### src/rtl/bit_serializer.sv
// Parallel-to-serial frame transmitter with a one-cycle load latency and back-to-back frame support.
// Define SER_PARITY_EN to append an even-parity bit after the data bits of every frame.
module bit_serializer #(
  parameter int   WIDTH      = 8,
  parameter int   MSB_FIRST  = 1,
  parameter logic IDLE_LEVEL = 1'b0
) (
  input  logic             clk,
  input  logic             rst,
  input  logic [WIDTH-1:0] data_in,
  input  logic             load_valid,
  output logic             load_ready,
  output logic             ser_out,
  output logic             ser_valid,
  output logic             busy,
  output logic             frame_done
);

  // state  | meaning
  // IDLE   | no frame in progress, ser_out at IDLE_LEVEL, ready for a word
  // SHIFT  | a data bit is on ser_out; cnt is its index within the frame
  // PARITY | even-parity bit is on ser_out (SER_PARITY_EN builds only)
`ifdef SER_PARITY_EN
  typedef enum logic [1:0] {S_IDLE, S_SHIFT, S_PARITY} state_t;
`else
  typedef enum logic [1:0] {S_IDLE, S_SHIFT} state_t;
`endif

  localparam int CW = $clog2(WIDTH + 1);
  localparam logic [CW-1:0] LAST = CW'(WIDTH - 1);

  state_t           state, state_n;
  logic [WIDTH-1:0] shreg, shreg_n;
  logic [CW-1:0]    cnt, cnt_n;
  logic             ser_out_n, ser_valid_n, busy_n, frame_done_n, load_ready_n;
  logic             accept, start;
`ifdef SER_PARITY_EN
  logic             par, par_n;
`endif

  assign accept = load_valid && load_ready;

  always_comb begin
    state_n      = state;
    shreg_n      = shreg;
    cnt_n        = cnt;
    ser_out_n    = IDLE_LEVEL;
    ser_valid_n  = 1'b0;
    busy_n       = 1'b0;
    frame_done_n = 1'b0;
    load_ready_n = 1'b1;
    start        = 1'b0;
`ifdef SER_PARITY_EN
    par_n        = par;
`endif

    case (state)
      S_SHIFT: begin
        if (cnt != LAST) begin
          ser_out_n   = (MSB_FIRST != 0) ? shreg[WIDTH-1] : shreg[0];
          shreg_n     = (MSB_FIRST != 0) ? {shreg[WIDTH-2:0], 1'b0}
                                         : {1'b0, shreg[WIDTH-1:1]};
          cnt_n       = cnt + CW'(1);
          ser_valid_n = 1'b1;
          busy_n      = 1'b1;
`ifdef SER_PARITY_EN
          load_ready_n = 1'b0;
`else
          // the bit being registered now is the last one of the frame
          frame_done_n = (cnt_n == LAST);
          load_ready_n = (cnt_n == LAST);
`endif
        end else begin
`ifdef SER_PARITY_EN
          state_n      = S_PARITY;
          ser_out_n    = par;
          ser_valid_n  = 1'b1;
          busy_n       = 1'b1;
          frame_done_n = 1'b1;
          load_ready_n = 1'b1;
`else
          if (accept) start = 1'b1;
          else        state_n = S_IDLE;
`endif
        end
      end
`ifdef SER_PARITY_EN
      S_PARITY: begin
        if (accept) start = 1'b1;
        else        state_n = S_IDLE;
      end
`endif
      default: begin
        state_n = S_IDLE;
        if (accept) start = 1'b1;
      end
    endcase

    // new word: first bit goes straight to the output register
    if (start) begin
      state_n      = S_SHIFT;
      cnt_n        = '0;
      ser_out_n    = (MSB_FIRST != 0) ? data_in[WIDTH-1] : data_in[0];
      shreg_n      = (MSB_FIRST != 0) ? {data_in[WIDTH-2:0], 1'b0}
                                      : {1'b0, data_in[WIDTH-1:1]};
      ser_valid_n  = 1'b1;
      busy_n       = 1'b1;
      frame_done_n = 1'b0;
      load_ready_n = 1'b0;
`ifdef SER_PARITY_EN
      par_n        = ^data_in;
`endif
    end
  end

  always_ff @(posedge clk) begin
    if (rst) begin
      state      <= S_IDLE;
      shreg      <= '0;
      cnt        <= '0;
      ser_out    <= IDLE_LEVEL;
      ser_valid  <= 1'b0;
      busy       <= 1'b0;
      frame_done <= 1'b0;
      load_ready <= 1'b1;
`ifdef SER_PARITY_EN
      par        <= 1'b0;
`endif
    end else begin
      state      <= state_n;
      shreg      <= shreg_n;
      cnt        <= cnt_n;
      ser_out    <= ser_out_n;
      ser_valid  <= ser_valid_n;
      busy       <= busy_n;
      frame_done <= frame_done_n;
      load_ready <= load_ready_n;
`ifdef SER_PARITY_EN
      par        <= par_n;
`endif
    end
  end

endmodule

### config.mk
export PLATFORM = sky130hd
export DESIGN_NAME = bit_serializer
export DESIGN_NICKNAME = d
export VERILOG_FILES = /design/src/rtl/bit_serializer.sv
export SDC_FILE = /design/constraint.sdc
export NUM_CORES = 1
export LEC_CHECK = 0
export CAP_MARGIN = 20
export CORE_MARGIN = 5
export CORE_UTILIZATION = 43
export CTS_BUF_LIST = sky130_fd_sc_hd__clkbuf_4 sky130_fd_sc_hd__clkbuf_8 sky130_fd_sc_hd__clkbuf_16
export DETAILED_ROUTE_END_ITERATION = 12
export PLACE_DENSITY_LB_ADDON = 0.12
export SLEW_MARGIN = 30
export SYNTH_ARGS = -nofsm -noshare
export SYNTH_HDL_FRONTEND = slang
export SYNTH_SLANG_ARGS = --single-unit
### constraint.sdc
create_clock -name clk -period 1.2 [get_ports clk]
set_input_delay 0.18 -clock clk [delete_from_list [all_inputs] [get_ports clk]]
set_output_delay 0.18 -clock clk [all_outputs]
set_load 0.005 [all_outputs]
Yosys cells after proc, flatten, opt, wreduce, memory -nomap -nowiden. Index checks and enable logic that the tools add are counted. Widths: inputs -> output; s select.

Register bits: 16. Bits of input ports: 11. Output and inout bits: 5. Logic and storage cells: 41.

$add $sub $neg: 1. Equal/unequal tests: 4. Multiplexer cells: 19. Bitwise logic cells: 2. Reduce and logical (&&, ||, !) cells: 8.

Operators with widths (number): $mux 8 (3); $mux 1 (16); $ne 3x3->1 const B (2); $reduce_and 2->1 (3); $add 4x1->4 const B (1); $eq 4x3->1 const B (1); $ne 4x3->1 const B (1); $reduce_bool 2->1 (2); $reduce_or 4->1 (1); $not 1->1 (2); $reduce_or 2->1 (1); $logic_and 1x1->1 (1).

Logic depth before layout (Yosys ltp). Gate-level depths: netlist of run 1.

Word-level depth: 6. Gate-level depth with buffers: 5.

Worst setup path after synthesis of run 1. OpenSTA, ideal clock, no wires.

Path kind: register -> register. From: register cnt[1]. To: register cnt[3]. Library setup time: 0.116 ns. Arrival: 1.100 ns. Data required time: 1.084 ns. Slack: -0.016 ns. Stages on the path, launching flop included: 6. Path buffers: 1. Cell sequence: dfxtp_1 ha_1 and3b_1 buf_6 nor2_1 a31o_2.

Longest elaborated chain between the ends: 4. Elaborated cells between the ends (all ways): 6.

Ends and longest elaborated chain: start: declaration (line 34) `logic [CW-1:0] cnt, cnt_n;`; start signal: assignment (line 132) `cnt <= cnt_n;`; $ne 4x3->1 (line 59) `if (cnt != LAST) begin`; $mux 1 (line 59); $mux 1 (line 57) `case (state)`; $reduce_or 2->1 (no line).

Parallel ways exist; a longest one is shown, timed or not. A chain may end at the register's enable or synchronous reset.

Final worst setup path of run 1.
From: register cnt[0]. To: register cnt[1].

Same word-level chain as after synthesis.

==> impl_metrics.tcl, run 1 <==
set metrics [dict create \
    synth_cell_types 28 \
    maxCapViolations 0 \
    diodes 0 \
    power.density_nw_per_um2 998 \
    rsz0062_at_grt "yes" \
    insertion_delay_ns 0.28 \
    htreeDepth 1 \
    port_buffers 15 \
    hold_viol_final 0 \
    arrival_ns 1.53 \
    clock_power_share 0.247 \
    grt_usage 0.156 \
    die_w_microns 51.0 \
    layout-drive-gt1-share 0.358 \
    status "finished with violations" \
    fin_worst_skew_ns 0.00136 \
    vias 764 \
    layout.nets 124 \
    ant_nets 0 \
    clock-sinks 16 \
    grt_remaining_overflow 0 \
    hold_depth 2 \
    drtIter0Drc 29 \
    cts_root_buf "clkbuf_4" \
    critical-path-max-stage-delay_ns 0.36 \
    startpoint_type "register" \
    slew_violations 0 \
    switching_share 0.263 \
    synth.avg_cell_area_sq_um 8.94 \
    wirelength_microns 2040 \
    p_seq_frac 0.534 \
    hold_path.class "reg2reg" \
    end_kind "register" \
    ios 16 \
    power_switching_mw 0.290 \
    synth-edff-count 0 \
    async_reset_ff_frac 0 \
    path_delay_family "simple AND/OR/NAND/NOR gates" \
    reg2reg_depth 4 \
    worstSetupPathType "reg2reg" \
    path_clk_slew_ns 0.08 \
    max-slew-margin-rel 0.822 \
    syn_area_sq_um 724 \
    synth-seq-cells 16 \
    grt_max_degree 15 \
    worst-path-buf-inv 0 \
    syn_to_final_growth_pct 52.3 \
    p_leak_nw 0.440 \
    critical_path.slowest_cell "dfxtp_4" \
    crit_path_max_fanout 5 \
    violations "setup timing" \
    seqCellArea_sq_um 328 \
    fillers 118 \
    cts_tree "done" \
    fmax_mhz 762 \
    totalPowerFinal_mw 1.10 \
    dp_hpwl_microns 1280 \
    setup_viol 4 \
    period_share 1.09 \
    die_h_microns 51.0 \
    yosysWarnings 0 \
    netlist_instances 81 \
    first_pass_iters 4 \
    grt_first_pass_wirelength_microns 3030 \
    pwr-share-comb 0.219 \
    grt_pass1_vias 680 \
    multi_input_area_sq_um 442 \
    path_cells "ha_4 > and3b_2 > or3_1 > a21oi_2" \
    core_region_area_sq_um 1560 \
    ys_seq_area_frac 0.442 \
    max_slew.worst_pin.slew_ns 0.267 \
    antenna_found_initial 0 \
    syn-num-nets 94 \
    clk_path_buf_depth 2 \
    avgViaCountPerCell 6.11 \
    ir_worst_vdd_mv 0.724 \
    p_int_mw 0.812 \
    setup_ws_ns -0.113 \
    routedWlPerCell_microns 16.3 \
    place_congestion 0.869 \
    cts_hold_buffers 0 \
    start_util 0.465 \
    crit_required_ns 1.42 \
    synth_ff_type "dfxtp_1" \
    period_minus_slack_ns 1.31 \
    path_depth 4 \
    cts_made_buffers 3 \
    finalCoreUtilization 0.708 \
    drc 0 \
    dieArea_sq_um 2610 \
    rows 14 \
]
[final cells by class]
| type | instances | share of cell area |
|---|---|---|
| tap | 16 | 0.0181 |
| multi-input combinational | 56 | 0.400 |
| timing repair buffer | 31 | 0.254 |
| inverter | 3 | 0.0102 |
| clock buffer | 3 | 0.0204 |
| sequential | 16 | 0.297 |
[state kept, by name (all words and copies together), names as in the netlist]
signal	flops
frame_done	1
ser_out	1
load_ready	1
state	1
shreg	7
cnt	4
busy	1
[cell usage in the layout (no fill, tap or decap)]
cell and n:
xor2_2 1, buf_12 1, nor3_1 7, dfxtp_4 1, nor2_1 1, buf_6 1
nand3_2 1, and4_1 1, clkbuf_4 3, o2111ai_1 1, o211ai_1 2, nor3_2 1
a32oi_1 1, and3b_2 2, a311oi_2 2, nand3b_1 1, nand2_2 1, dfxtp_1 12
mux2i_1 1, a31o_2 1, dlygate4sd2_1 5, inv_1 3, nor2_4 1, nand4_1 1
a311oi_1 4, nand3_1 8, or3_1 1, dfxtp_2 3, ha_4 2, nand2_1 7
xnor2_2 1, a21oi_2 1, clkdlybuf4s50_1 10, buf_4 14, nand2_4 1, a21oi_1 3
o31ai_1 1, o21ai_2 1
[cell families (layout without fill, tap and decap cells)]
family	Yosys count	count (layout)	share of synthesized area
buf+inv	10	37	0.0812
xor+xnor	2	2	0.0242
simple gates	33	34	0.230
fa+ha+maj	2	2	0.0345
mux	1	1	0.0138
compound gates	17	17	0.174
flops	16	16	0.442
[power groups by stage]
stage / registers [mW] / clock network [mW] / logic (mW)
after floorplan: 0.598 / 0 / 0.103
after global placement: 0.598 / 0 / 0.212
after detailed placement: 0.599 / 0 / 0.215
after CTS: 0.588 / 0.283 / 0.219
after global routing: 0.594 / 0.306 / 0.262
final: 0.588 / 0.272 / 0.242
[synthesized netlist by cell type, types with 2 or more instances]
library cell	number	area [sq um]
dfxtp_1	16	320
nand3_1	9	45.0
nand2_1	8	30.0
nor3_1	8	40.0
a311oi_1	6	52.6
a21oi_1	4	20.0
buf_4	3	22.5
inv_1	3	11.3
buf_2	2	10.0
ha_1	2	25.0
nor2_1	2	7.51
o211ai_1	2	15.0
[tightest hold or removal path: stages, from the launching register on]
cell and delay (ns):
dfxtp_1 0.32, nand3_1 0.07, a21oi_1 0.06
[routing by layer]
layer | vias up | GRT usage | share of wire
li1 | 361 | - | -
met5 | - | 0 | 0
met4 | 0 | 0.0628 | 0.021
met1 | 368 | 0.191 | 0.42
met2 | 28 | 0.242 | 0.49
met3 | 7 | 0.0640 | 0.076
[metrics by stage]
stage / hold WS [ns] / instances / setup WS, ns / instance area (sq um) / setup TNS (ns)
detailed placement: 0.468 / 120 / -0.160 / 976 / -1.62
CTS: 0.487 / 125 / -0.0310 / 1040 / -0.0442
global placement: 0.468 / 120 / -0.156 / 976 / -1.40
finish: 0.497 / 125 / -0.113 / 1100 / -0.159
floorplan: 0.252 / 81 / 0.0107 / 728 / 0
global route: 0.513 / 125 / -0.136 / 1100 / -0.682
[worst paths after layout]
path | from | slack (ns) | end
setup / recovery | cnt[0] | -0.11 | cnt[1]
setup reg to reg | cnt[0] | -0.11 | cnt[1]
hold reg to reg | shreg[7] | 0.50 | ser_out
hold / removal | shreg[7] | 0.50 | ser_out
[what timing repair did]
item	in CTS	in global routing
setup buffers	1	0
gates cloned	1	0
endpoints found under the setup margin	18	12
endpoints found under the hold margin	0	0
gates resized for setup	12	14
pin swaps	1	5
(Power assumes the default switching activity.)
==> run 2, diff against run 1 <==
GPL_TIMING_DRIVEN = 0   (was not set)
PLACE_DENSITY = 0.72   (was not set)
PLACE_DENSITY_LB_ADDON = not set   (was 0.12)
==> run 2 against run 1 <==
Effect of this change:
- the flow still finishes with violations (setup timing)
- count of clock-buffer cells in the layout unchanged
- non-clock buffer count down 9
- global-route usage down 1.3 points
- via count down 12%
- largest power group unchanged
- die area unchanged
- final area down 10%
- combinational power down 18%
- clock skew up 0.0033 ns
- core utilization down 7.1 points
==> impl_metrics.tcl, run 2 (synthesis results as in run 1) <==
set metrics [dict create \
    tns_ns -0.402 \
    dp_hpwl_microns 1130 \
    core_region_area_sq_um 1560 \
    hold_viol_final 0 \
    first_pass_iters 4 \
    reg2reg_depth 5 \
    max-slew-margin-rel 0.797 \
    dieArea_sq_um 2610 \
    path_cells "ha_4 > and3b_2 > buf_6 > o2111ai_2 > a21oi_1" \
    cts_tree "done" \
    ios 16 \
    place_congestion 0.816 \
    rows 14 \
    p_leak_nw 0.379 \
    status "finished with violations" \
    ir_worst_vdd_mv 0.762 \
    ant_nets 0 \
    die_h_microns 51.0 \
    top_regs "shreg: 7 flops, cnt: 4 flops" \
    layout.nets 114 \
    path_clk_slew_ns 0.08 \
    grt_usage 0.143 \
    fillers 130 \
    diodes 0 \
    totalPowerFinal_mw 1.07 \
    routedWlPerCell_microns 15.0 \
    hold_depth 3 \
    seqCellArea_sq_um 330 \
    startpoint_type "register" \
    grt_max_degree 11 \
    r2r_setup_slack_ns -0.06 \
    critical_path.slowest_cell "dfxtp_4" \
    period_minus_slack_ns 1.26 \
    layout-drive-gt1-share 0.283 \
    final_common_cell "dfxtp_1" \
    clk_path_buf_depth 2 \
    hold_start "load_valid" \
    cts_hold_buffers 0 \
    worstSetupPathType "reg2reg" \
    period_share 1.05 \
    port_buffers 14 \
    vias 676 \
    maxCapViolations 0 \
    slew_violations 0 \
    fmax_mhz 791 \
    reg2reg_to "ser_out" \
    crit_required_ns 1.37 \
    cts_root_buf "clkbuf_4" \
    power.density_nw_per_um2 1080 \
    setup_viol 11 \
    htreeDepth 1 \
    grt_first_pass_wirelength_microns 2750 \
    avgViaCountPerCell 5.88 \
    r2r_start "cnt[1]" \
    antenna_found_initial 0 \
    drc 0 \
    crit_path_max_fanout 5 \
    grt_pass1_vias 597 \
    drtIter0Drc 13 \
    rsz0062_at_grt "yes" \
    fin_worst_skew_ns 0.00465 \
    use_met3 0.0669 \
    end_kind "register" \
    insertion_delay_ns 0.28 \
    setup_ws_ns -0.0643 \
    violations "setup timing" \
    grtUsageMet1 0.187 \
    layout_common_cells "dfxtp_1, nand3_1, clkdlybuf4s50_1" \
    start_util 0.465 \
    arrival_ns 1.43 \
    hold_path.class "in2reg" \
    regMostFlops "shreg" \
    grt_busiest_layer "met2" \
    cts_made_buffers 3 \
    syn_to_final_growth_pct 37.0 \
    max_slew.worst_pin.slew_ns 0.302 \
    worstHoldEndpoint "ser_out" \
    wirelength_microns 1720 \
    clock-sinks 16 \
    die_w_microns 51.0 \
    critical-path-max-stage-delay_ns 0.37 \
    largest_reg_flops 7 \
    dp_slack_ns -0.246 \
    use_met2 0.206 \
    multi_input_area_sq_um 408 \
    grt_remaining_overflow 0 \
]
## run 2: cell type report
cell class / count / share of cell area
multi-input cells: 55 / 0.411
flip-flops and latches: 16 / 0.333
repair buffers: 15 / 0.146
plain buffers: 7 / 0.0555
clock buffers: 3 / 0.0227
well taps: 16 / 0.0202
inverters: 3 / 0.0113
## run 2: per-stage QoR
step / cell area (sq um) / instances / utilization / hold WS, ns
detailed placement: 888 / 111 / 0.570 / 0.467
global placement: 888 / 111 / 0.570 / 0.463
floorplan: 728 / 81 / - / 0.252
finish: 992 / 115 / 0.636 / 0.265
CTS: 961 / 115 / 0.616 / 0.247
global route: 992 / 115 / 0.636 / 0.262
## run 2: power by group
| group | leakage, nW | internal, mW | switching [mW] |
|---|---|---|---|
| sequential | 0.133 | 0.567 | 0.0271 |
| combinational | 0.233 | 0.101 | 0.0983 |
| clock | 0.0138 | 0.117 | 0.157 |
| total | 0.379 | 0.784 | 0.283 |
## run 2: worst max path at each step
stage	start	endpoint	slack, ns
3_3_place_gp	rst	shreg[1]	-0.23
3_5_place_dp	rst	shreg[1]	-0.25
5_1_grt	cnt[1]	shreg[4]	-0.14
6_report	cnt[1]	ser_out	-0.06
4_1_cts	cnt[1]	cnt[1]	-0.07
2_1_floorplan	cnt[0]	cnt[3]	0.01
## run 2: what timing repair did
item,in CTS,in global routing
pin swaps,8,2
setup endpoints to repair,17,14
cloned,1,0
buffers inserted,0,0
resized for setup,20,8
## run 2: critical path, delay by kind of cell (launching register included)
family | cells | cell delay (ns)
AO/OA/AOI/OAI | 2 | 0.25
AND/OR/NAND/NOR | 1 | 0.22
buffers and inverters | 1 | 0.14
flip-flops | 1 | 0.37
adder cells (fa/ha/maj) | 1 | 0.16
## run 2: routing by layer
metal	wire length [microns]	share of wire
met1	800	0.47
met2	789	0.46
met3	119	0.069
met4	10	0.0058
met5	0	0
==> run 3, diff against run 2 <==
PLACE_DENSITY = 0.8   (was 0.72)
==> run 3 against run 2 <==
Effect of this change:
- the flow still finishes with violations (setup timing)
- critical path depth unchanged
- setup slack got worse by 0.058 ns
- sequential power is essentially flat
- count of clock-buffer cells in the layout stayed put
- first-iteration DRC count increased by 100%
- core utilization increased by 1.1 points
- non-clock buffer count increased by 3
- total power up 1.2%
- largest power group unchanged
==> impl_metrics.tcl, run 3 (synthesis results as in run 1) <==
set metrics [dict create \
    avgViaCountPerCell 6.03 \
    grt_pass1_vias 614 \
    hold_path.class "in2reg" \
    period_share 1.10 \
    path_clk_slew_ns 0.09 \
    port_buffers 14 \
    fillers 127 \
    critical_path.slowest_cell "dfxtp_4" \
    cts_root_buf "clkbuf_4" \
    rsz0062_at_grt "yes" \
    seqCellArea_sq_um 329 \
    top_regs "shreg: 7 flops, cnt: 4 flops" \
    cts_made_buffers 3 \
    status "finished with violations" \
    end_kind "register" \
    grt_max_degree 11 \
    critical-path-max-stage-delay_ns 0.39 \
    antenna_found_initial 0 \
    setup_viol 12 \
    regMostFlops "shreg" \
    cts_hold_buffers 0 \
    setup_ws_ns -0.122 \
    dp_hpwl_microns 1100 \
    crit_path_max_fanout 3 \
    first_pass_iters 4 \
    p_leak_nw 0.390 \
    htreeDepth 1 \
    grt_first_pass_wirelength_microns 2920 \
    final_common_cell "dfxtp_1" \
    die_w_microns 51.0 \
    arrival_ns 1.48 \
    crit_required_ns 1.36 \
    drtIter0Drc 26 \
    maxCapViolations 0 \
    grt_usage 0.146 \
    syn_to_final_growth_pct 39.4 \
    wirelength_microns 1920 \
    rows 14 \
    insertion_delay_ns 0.29 \
    max-slew-margin-rel 0.688 \
    dpl_cell_area_sq_um 888 \
    max_slew.worst_pin.slew_ns 0.468 \
    clk_path_buf_depth 2 \
    ir_worst_vdd_mv 0.575 \
    path_cells "buf_6 > buf_4 > nand3_1 > xnor2_1 > o211ai_1" \
    layout.nets 117 \
    dp_slack_ns -0.254 \
    drc 0 \
    layout-drive-gt1-share 0.265 \
    whs_ns 0.237 \
    layout_common_cells "dfxtp_1, nand3_1, clkdlybuf4s50_1" \
    routedWlPerCell_microns 16.3 \
    violations "setup timing" \
    ant_nets 0 \
    totalPowerFinal_mw 1.08 \
    hold_viol_final 0 \
    start_util 0.465 \
    fin_area_sq_um 1010 \
    grt_remaining_overflow 0 \
    period_minus_slack_ns 1.32 \
    power.density_nw_per_um2 1070 \
    die_h_microns 51.0 \
    diodes 0 \
    multi_input_area_sq_um 402 \
    startpoint_type "register" \
    core_region_area_sq_um 1560 \
    ios 16 \
    vias 712 \
    dieArea_sq_um 2610 \
    worstSetupPathType "reg2reg" \
    slew_violations 0 \
    clock-sinks 16 \
    fmax_mhz 756 \
    place_congestion 0.796 \
    fin_worst_skew_ns 0.00332 \
    cts_tree "done" \
    largest_reg_flops 7 \
]
run 3: cell type report:
type                       instances  area share
clock buffer                       3      0.0223
buffer                             7      0.0533
sequential                        16       0.326
timing repair buffer              18       0.170
tap                               16      0.0198
multi-input combinational         55       0.398
inverter                           3      0.0112
run 3: per-layer routing:
metal | track usage | share of wire
met2 | 0.223 | 0.45
met3 | 0.0174 | 0.052
met5 | 0 | 0
met1 | 0.198 | 0.45
met4 | 0.0807 | 0.043
run 3: worst paths after layout:
check                           startpoint    endpoint  slack (ns)  cells after the start
worst max-delay path                cnt[1]  load_ready       -0.12                      5
worst min-delay path            load_valid     ser_out        0.24                      3
worst max register to register      cnt[1]  load_ready       -0.12                      5
worst min register to register    shreg[5]    shreg[5]        0.50                      2
run 3: power by group:
part	total [mW]	leakage (nW)	switching [mW]	internal [mW]
registers	0.594	0.133	0.0277	0.566
clock network	0.287	0.0138	0.171	0.117
logic	0.199	0.243	0.0969	0.102
run 3: metrics by stage:
step / TNS (ns) / util / instances
after floorplan: 0 / - / 81
after global placement: -2.36 / 0.570 / 111
after detailed placement: -2.83 / 0.570 / 111
after CTS: -0.459 / 0.606 / 117
after global routing: -1.36 / 0.648 / 118
final: -0.613 / 0.648 / 118
run 3: timing repair:
item                                    4_1_cts  5_1_grt
hold endpoints to repair                      0        0
endpoints found under the setup margin       18       15
resized for setup                            11       14
gates cloned                                  1        0
setup buffers                                 2        1
pin swaps                                     1        6
run 3: critical path, delay by kind of cell (launching register included):
kind,cells,cell delay (ns)
AOI/OAI and AO/OA,1,0.16
xor gates and xnor gates,1,0.37
buffers and inverters,2,0.20
DFF,1,0.39
and+or+nand+nor,1,0.09
